## config.mk

```make
export PLATFORM = sky130hd
export DESIGN_NAME = line_clear_engine
export DESIGN_NICKNAME = d
export VERILOG_FILES = /design/src/rtl/tetris_pkg.sv /design/src/rtl/line_row_buffer.sv /design/src/rtl/line_clear_engine.sv
export SDC_FILE = /design/constraint.sdc
export NUM_CORES = 1
export LEC_CHECK = 0
export ABC_AREA = 1
export CAP_MARGIN = 20
export CORE_MARGIN = 2
export CORE_UTILIZATION = 59
export DETAILED_ROUTE_END_ITERATION = 12
export DONT_BUFFER_PORTS = 1
export PLACE_DENSITY = 0.89
export SYNTH_ARGS = -nofsm -noshare
export SYNTH_HDL_FRONTEND = slang
export SYNTH_HIERARCHICAL = 1
export SYNTH_SLANG_ARGS = --single-unit
export TNS_END_PERCENT = 20
```

## constraint.sdc

```tcl
create_clock -name CLK -period 3.55 [get_ports CLK]
set_input_delay 0.355 -clock CLK [delete_from_list [all_inputs] [get_ports CLK]]
set_output_delay 0.355 -clock CLK [all_outputs]
set_load 0.05 [all_outputs]
```

## src/rtl/tetris_pkg.sv

```systemverilog
// Shared board geometry and FSM encoding for the tetris
// line-clear datapath.
package tetris_pkg;

   localparam int TILES_PER_ROW = 10;
   localparam int ROWS          = 20;
   localparam int P2_BASE       = 200;
   localparam int TILE_W        = 4;

   typedef enum logic [2:0] {
      IDLE,
      READ,
      CHECK,
      WRITE,
      FILL,
      DONE
   } lc_state_e;

endpackage

```

## src/rtl/line_row_buffer.sv

```systemverilog
// One board row of tile codes, filled column by column, with a
// full flag that already reflects the write presented this cycle.
module line_row_buffer #(
   parameter int TILES_PER_ROW = tetris_pkg::TILES_PER_ROW,
   parameter int TILE_W        = tetris_pkg::TILE_W,
   localparam int CW           = $clog2(TILES_PER_ROW)
) (
   input  logic              CLK,
   input  logic              RESET,
   input  logic              we,
   input  logic [CW-1:0]     wcol,
   input  logic [TILE_W-1:0] wdata,
   input  logic [CW-1:0]     rcol,
   output logic [TILE_W-1:0] rdata,
   output logic              full
);

   logic [TILE_W-1:0] tiles_q [TILES_PER_ROW];
   logic [TILE_W-1:0] tiles_d [TILES_PER_ROW];

   always_comb begin
      tiles_d = tiles_q;
      if (we) begin
         tiles_d[wcol] = wdata;
      end
   end

   // Looking at tiles_d lets the last column count in its capture cycle.
   always_comb begin
      full = 1'b1;
      for (int i = 0; i < TILES_PER_ROW; i++) begin
         if (tiles_d[i] == '0) begin
            full = 1'b0;
         end
      end
   end

   assign rdata = tiles_q[rcol];

   always_ff @(posedge CLK or negedge RESET) begin
      if (!RESET) begin
         for (int i = 0; i < TILES_PER_ROW; i++) begin
            tiles_q[i] <= '0;
         end
      end else begin
         tiles_q <= tiles_d;
      end
   end

endmodule

```

## src/rtl/line_clear_engine.sv

```systemverilog
// Scans a board bottom-up over Avalon-MM, compacts non-full rows
// downward and zero-fills the rows vacated at the top.
module line_clear_engine #(
   parameter int TILES_PER_ROW = tetris_pkg::TILES_PER_ROW,
   parameter int ROWS          = tetris_pkg::ROWS,
   parameter int P2_BASE       = tetris_pkg::P2_BASE
) (
   input  logic        CLK,
   input  logic        RESET,
   input  logic        start,
   input  logic        player,
   output logic        busy,
   output logic        done,
   output logic [4:0]  lines_cleared,
   output logic        avm_read,
   output logic        avm_write,
   output logic [11:0] avm_address,
   output logic [31:0] avm_writedata,
   output logic [3:0]  avm_byteenable,
   input  logic [31:0] avm_readdata
);

   import tetris_pkg::*;

   localparam int CW = $clog2(TILES_PER_ROW);
   localparam int RW = $clog2(ROWS);
   localparam logic [CW-1:0] LAST_COL = CW'(TILES_PER_ROW - 1);
   localparam logic [RW-1:0] TOP_ROW  = RW'(ROWS - 1);

   lc_state_e state_q, state_d;
   logic player_q, player_d;
   logic [RW-1:0] src_q, src_d;
   // Extra MSB marks dst having stepped past row 0.
   logic [RW:0] dst_q, dst_d;
   logic [CW-1:0] col_q, col_d;
   logic [4:0] cnt_q, cnt_d;
   logic [4:0] lines_q, lines_d;

   logic buf_we;
   logic [CW-1:0] buf_wcol;
   logic [TILE_W-1:0] buf_rdata;
   logic row_full;
   logic adv;
   logic [RW-1:0] row_sel;
   logic [11:0] base;
   logic [11:0] addr;
   logic unused_rd;

   assign unused_rd = ^avm_readdata[31:TILE_W];

   line_row_buffer #(
      .TILES_PER_ROW (TILES_PER_ROW),
      .TILE_W        (TILE_W)
   ) u_buf (
      .CLK   (CLK),
      .RESET (RESET),
      .we    (buf_we),
      .wcol  (buf_wcol),
      .wdata (avm_readdata[TILE_W-1:0]),
      .rcol  (col_q),
      .rdata (buf_rdata),
      .full  (row_full)
   );

   assign row_sel = (state_q == READ) ? src_q : dst_q[RW-1:0];
   assign base    = player_q ? 12'(P2_BASE) : 12'd0;
   assign addr    = base
                  + 12'(row_sel) * 12'(TILES_PER_ROW)
                  + 12'(col_q);

   assign busy           = (state_q != IDLE);
   assign lines_cleared  = lines_q;
   assign avm_byteenable = 4'hF;

   always_comb begin
      state_d       = state_q;
      player_d      = player_q;
      src_d         = src_q;
      dst_d         = dst_q;
      col_d         = col_q;
      cnt_d         = cnt_q;
      lines_d       = lines_q;
      buf_we        = 1'b0;
      buf_wcol      = LAST_COL;
      adv           = 1'b0;
      done          = 1'b0;
      avm_read      = 1'b0;
      avm_write     = 1'b0;
      avm_address   = '0;
      avm_writedata = '0;

      unique case (state_q)
         IDLE: begin
            if (start) begin
               player_d = player;
               src_d    = TOP_ROW;
               dst_d    = {1'b0, TOP_ROW};
               cnt_d    = '0;
               col_d    = '0;
               state_d  = READ;
            end
         end
         READ: begin
            avm_read    = 1'b1;
            avm_address = addr;
            // Data for the previous column returns this cycle.
            buf_we      = (col_q != '0);
            buf_wcol    = col_q - CW'(1);
            if (col_q == LAST_COL) begin
               col_d   = '0;
               state_d = CHECK;
            end else begin
               col_d = col_q + CW'(1);
            end
         end
         CHECK: begin
            buf_we   = 1'b1;
            buf_wcol = LAST_COL;
            if (row_full) begin
               cnt_d = cnt_q + 5'd1;
               adv   = 1'b1;
            end else if (dst_q != {1'b0, src_q}) begin
               col_d   = '0;
               state_d = WRITE;
            end else begin
               dst_d = dst_q - (RW+1)'(1);
               adv   = 1'b1;
            end
         end
         WRITE: begin
            avm_write     = 1'b1;
            avm_address   = addr;
            avm_writedata = 32'(buf_rdata);
            if (col_q == LAST_COL) begin
               col_d = '0;
               dst_d = dst_q - (RW+1)'(1);
               adv   = 1'b1;
            end else begin
               col_d = col_q + CW'(1);
            end
         end
         FILL: begin
            avm_write   = 1'b1;
            avm_address = addr;
            if (col_q == LAST_COL) begin
               col_d = '0;
               if (dst_q[RW-1:0] == '0) begin
                  state_d = DONE;
               end else begin
                  dst_d = dst_q - (RW+1)'(1);
               end
            end else begin
               col_d = col_q + CW'(1);
            end
         end
         DONE: begin
            done    = 1'b1;
            lines_d = cnt_q;
            state_d = IDLE;
         end
         default: state_d = IDLE;
      endcase

      // Row finished: either climb to the next source row or wrap up.
      if (adv) begin
         if (src_q == '0) begin
            state_d = dst_d[RW] ? DONE : FILL;
         end else begin
            src_d   = src_q - RW'(1);
            state_d = READ;
         end
      end
   end

   always_ff @(posedge CLK or negedge RESET) begin
      if (!RESET) begin
         state_q  <= IDLE;
         player_q <= 1'b0;
         src_q    <= '0;
         dst_q    <= '0;
         col_q    <= '0;
         cnt_q    <= '0;
         lines_q  <= '0;
      end else begin
         state_q  <= state_d;
         player_q <= player_d;
         src_q    <= src_d;
         dst_q    <= dst_d;
         col_q    <= col_d;
         cnt_q    <= cnt_d;
         lines_q  <= lines_d;
      end
   end

endmodule

```

==> flow_metrics.env <==
export IMPL_status="complete, but fails checks"
export IMPL_violations="setup timing"
export IMPL_syn_area_per_cell_um2=6.89
export IMPL_worstSetupPathType="flip-flop to primary output"
export IMPL_wl_per_cell_um=16.4
export IMPL_drv_cap=0
export IMPL_crit_top_cell="fa_2"
export IMPL_ant_nets=0
export IMPL_setup_viol=11
export IMPL_yosysMostFrequentCell="nand2_1"
export IMPL_final_nets=848
export IMPL_rows=33
export IMPL_netlist_instances=736
export IMPL_synth_distinct_cells=40
export IMPL_dpl_cell_count=860
export IMPL_clock_skew_ns=0.00931
export IMPL_final_setup_tns_ns=-1.28
export IMPL_cp_start_kind="flip-flop"
export IMPL_hold_end="player_q$_DFFE_PN0P_"
export IMPL_placed_cell_area_um2=5340
export IMPL_antenna_found_initial=0
export IMPL_cts_tree="yes"
export IMPL_cts_max_path_buffers=2
export IMPL_rsz0062_at_grt="yes"
export IMPL_post_route_util=0.742
export IMPL_cp_max_fo=6
export IMPL_total_power_mw=6.65
export IMPL_clk_pin_slew_ns=0.07
export IMPL_crit_chain="bufinv_8 -> nand3_4 -> o21ai_4 -> ha_4 -> fa_2 -> inv_2 -> fa_2 -> or2_4 -> a21boi_4 -> a31o_4 -> xnor2_4 -> nor2_4 -> buf_12"
export IMPL_clock_sinks=69
export IMPL_tightest_slew_ns=1.08
export IMPL_place_ws_ns=-0.0308
export IMPL_hpwl_um=8950
export IMPL_final_layout_size_suffix_gt1_frac=0.196
export IMPL_cts_made_buffers=9
export IMPL_irDropWorstVdd_mv=0.771
export IMPL_power_density_nw_per_um2=1090
export IMPL_first_iter_violations=515
export IMPL_synthesis_area_um2=5070
export IMPL_endpoint_kind="primary output"
export IMPL_fillers=557
export IMPL_hold_class="input port to flip-flop"
export IMPL_grt_first_pass_wirelength_um=21900
export IMPL_antennaDiodeCount=0
export IMPL_cp_arrival_ns=3.51
export IMPL_ys_ff_latch=69
export IMPL_grt_max_degree=70
export IMPL_grt_pass1_vias=4786
export IMPL_worstHoldPathCells=2
export IMPL_routabilityCongestion=0.933
export IMPL_whs_ns=0.126
export IMPL_cp_required_ns=3.19
export IMPL_die_width_um=96.7
export IMPL_yosysTopAreaCell="dfrtp_1"
export IMPL_worstRegToRegCells=27
export IMPL_leakagePower_nw=3.39
export IMPL_drcViolationCount=0
export IMPL_synthArstFlopShare=1.00
export IMPL_seq_area_um2=1730
export IMPL_synth_edf_count=0
export IMPL_die_area_um2=9350
export IMPL_worstReg2RegStart="state_q[2]$_DFFE_PN0P_"
export IMPL_slew_headroom=0.276
export IMPL_cpPeakStageDelay_ns=0.57
export IMPL_drtPass1Iterations=7
export IMPL_hp_start="player"
export IMPL_root_buffer="clkbuf_8"
export IMPL_synth_warnings=6
export IMPL_vias_per_cell=5.73
export IMPL_cts_max_level=3
export IMPL_io_buffers=0
export IMPL_post_route_period_util=1.09
export IMPL_synth_common_cells="nand2_1 (196), inv_1 (138), dfrtp_1 (69)"
export IMPL_reg2reg_to="dst_q[2]$_DFFE_PN0P_"
export IMPL_synth_top_cell_area_share=0.341
export IMPL_initial_core_util=0.614
export IMPL_slew_violations=0
export IMPL_yosys_top_cells_area="dfrtp_1 (34%), nand2_1 (15%), inv_1 (10%)"
export IMPL_ioPinCount=93
export IMPL_instances_no_fill=899
export IMPL_clk_latency_ns=0.35
export IMPL_wl_um=14700
export IMPL_die_h_um=96.7
export IMPL_synth_main_ff_cell="dfrtp_1"
export IMPL_vias=5148
export IMPL_rrSetupSlack_ns=-0.05
export IMPL_finalWorstSetupSlack_ns=-0.319
export IMPL_core_um2=8260
export IMPL_design_area_um2=6130
export IMPL_fmax_mhz=258
export IMPL_seq_area_frac_synth=0.341
export IMPL_multi_input_area_um2=2940
export IMPL_crit_slowest_cell="fa_2"
export IMPL_grt_usage=0.283
export IMPL_gr_total_overflow=0
export IMPL_syn_to_final_growth_pct=20.9
export IMPL_hold_viol=0
export IMPL_period_needed_ns=3.87
power breakdown:
group | switching (mW) | leakage [nW] | internal [mW] | total [mW]
clock | 0.321 | 0.140 | 0.579 | 0.900
combinational | 3.00 | 2.38 | 1.57 | 4.57
sequential | 0.153 | 0.876 | 1.03 | 1.19
critical path: cells and delay by family, from the launching register on:
family	cells	cell delay (ns)
adder cells (fa/ha/maj)	3	1.16
AO/OA/AOI/OAI	3	0.61
AND/OR/NAND/NOR	3	0.48
buffers and inverters	3	0.41
flip-flops	1	0.38
XOR/XNOR	1	0.12
sequential cells by signal, indices dropped and copies added, names as in the netlist:
register       count
col_q              4
state_q            3
player_q           1
u_buf/tiles_q     40
src_q              5
cnt_q              5
dst_q              6
lines_cleared      5
what timing repair did:
item / CTS / global route
setup endpoints to repair: 6 / 27
cloned: 1 / 1
pin swaps: 19 / 28
hold buffers: 2 / 0
endpoints found under the hold margin: 69 / 0
gates resized for setup: 37 / 44
setup buffers: 4 / 15
layer usage:
metal,wire [µm],track usage,part of all wire
met1,5260,0.321,0.36
met4,866,0.135,0.059
met3,1160,0.0694,0.079
met2,7420,0.496,0.50
met5,0,0,0
worst max-delay path by stage:
stage	end	cells past startpoint	from
3_3_place_gp	avm_address[8]	14	state_q[2]$_DFFE_PN0P_
6_report	avm_address[8]	13	state_q[2]$_DFFE_PN0P_
5_1_grt	avm_address[9]	18	state_q[2]$_DFFE_PN0P_
4_1_cts	avm_address[9]	17	state_q[2]$_DFFE_PN0P_
2_1_floorplan	avm_address[7]	15	state_q[2]$_DFFE_PN0P_
3_5_place_dp	avm_address[8]	13	state_q[2]$_DFFE_PN0P_
cell usage in the layout (no fill, tap or decap), types with 6 or more instances in the layout:
cell type    n
nand3_1     56
nand2_1    189
nor2_4       9
nand2_2      7
a21oi_1     29
conb_1      34
o21ai_2      9
inv_2       11
inv_1      130
nor2_2      10
clkbuf_8    11
o21ai_0     34
buf_4       39
nor2_1      46
buf_6        7
dfrtp_1     69
ha_4         6
ha_1        12
xor2_1       7
cells by family (layout without fill, tap and decap cells):
logic type | after synthesis | in the layout | synth area share
flip-flops | 69 | 69 | 0.341
XOR/XNOR | 11 | 11 | 0.0190
other | 2 | 34 | 0.00148
buffers and inverters | 191 | 215 | 0.170
adder cells (fa/ha/maj) | 23 | 23 | 0.0612
AND/OR/NAND/NOR | 345 | 347 | 0.307
AO/OA/AOI/OAI | 95 | 95 | 0.100
area by class of cell:
type,instances,share of cell area
Clock buffer,11,0.0247
Timing Repair Buffer,51,0.0766
Multi-Input combinational cell,510,0.480
Inverter,148,0.0939
Clock inverter,5,0.0210
Sequential cell,69,0.282
Tap cell,105,0.0214
Power figures use the tool's default switching activity.
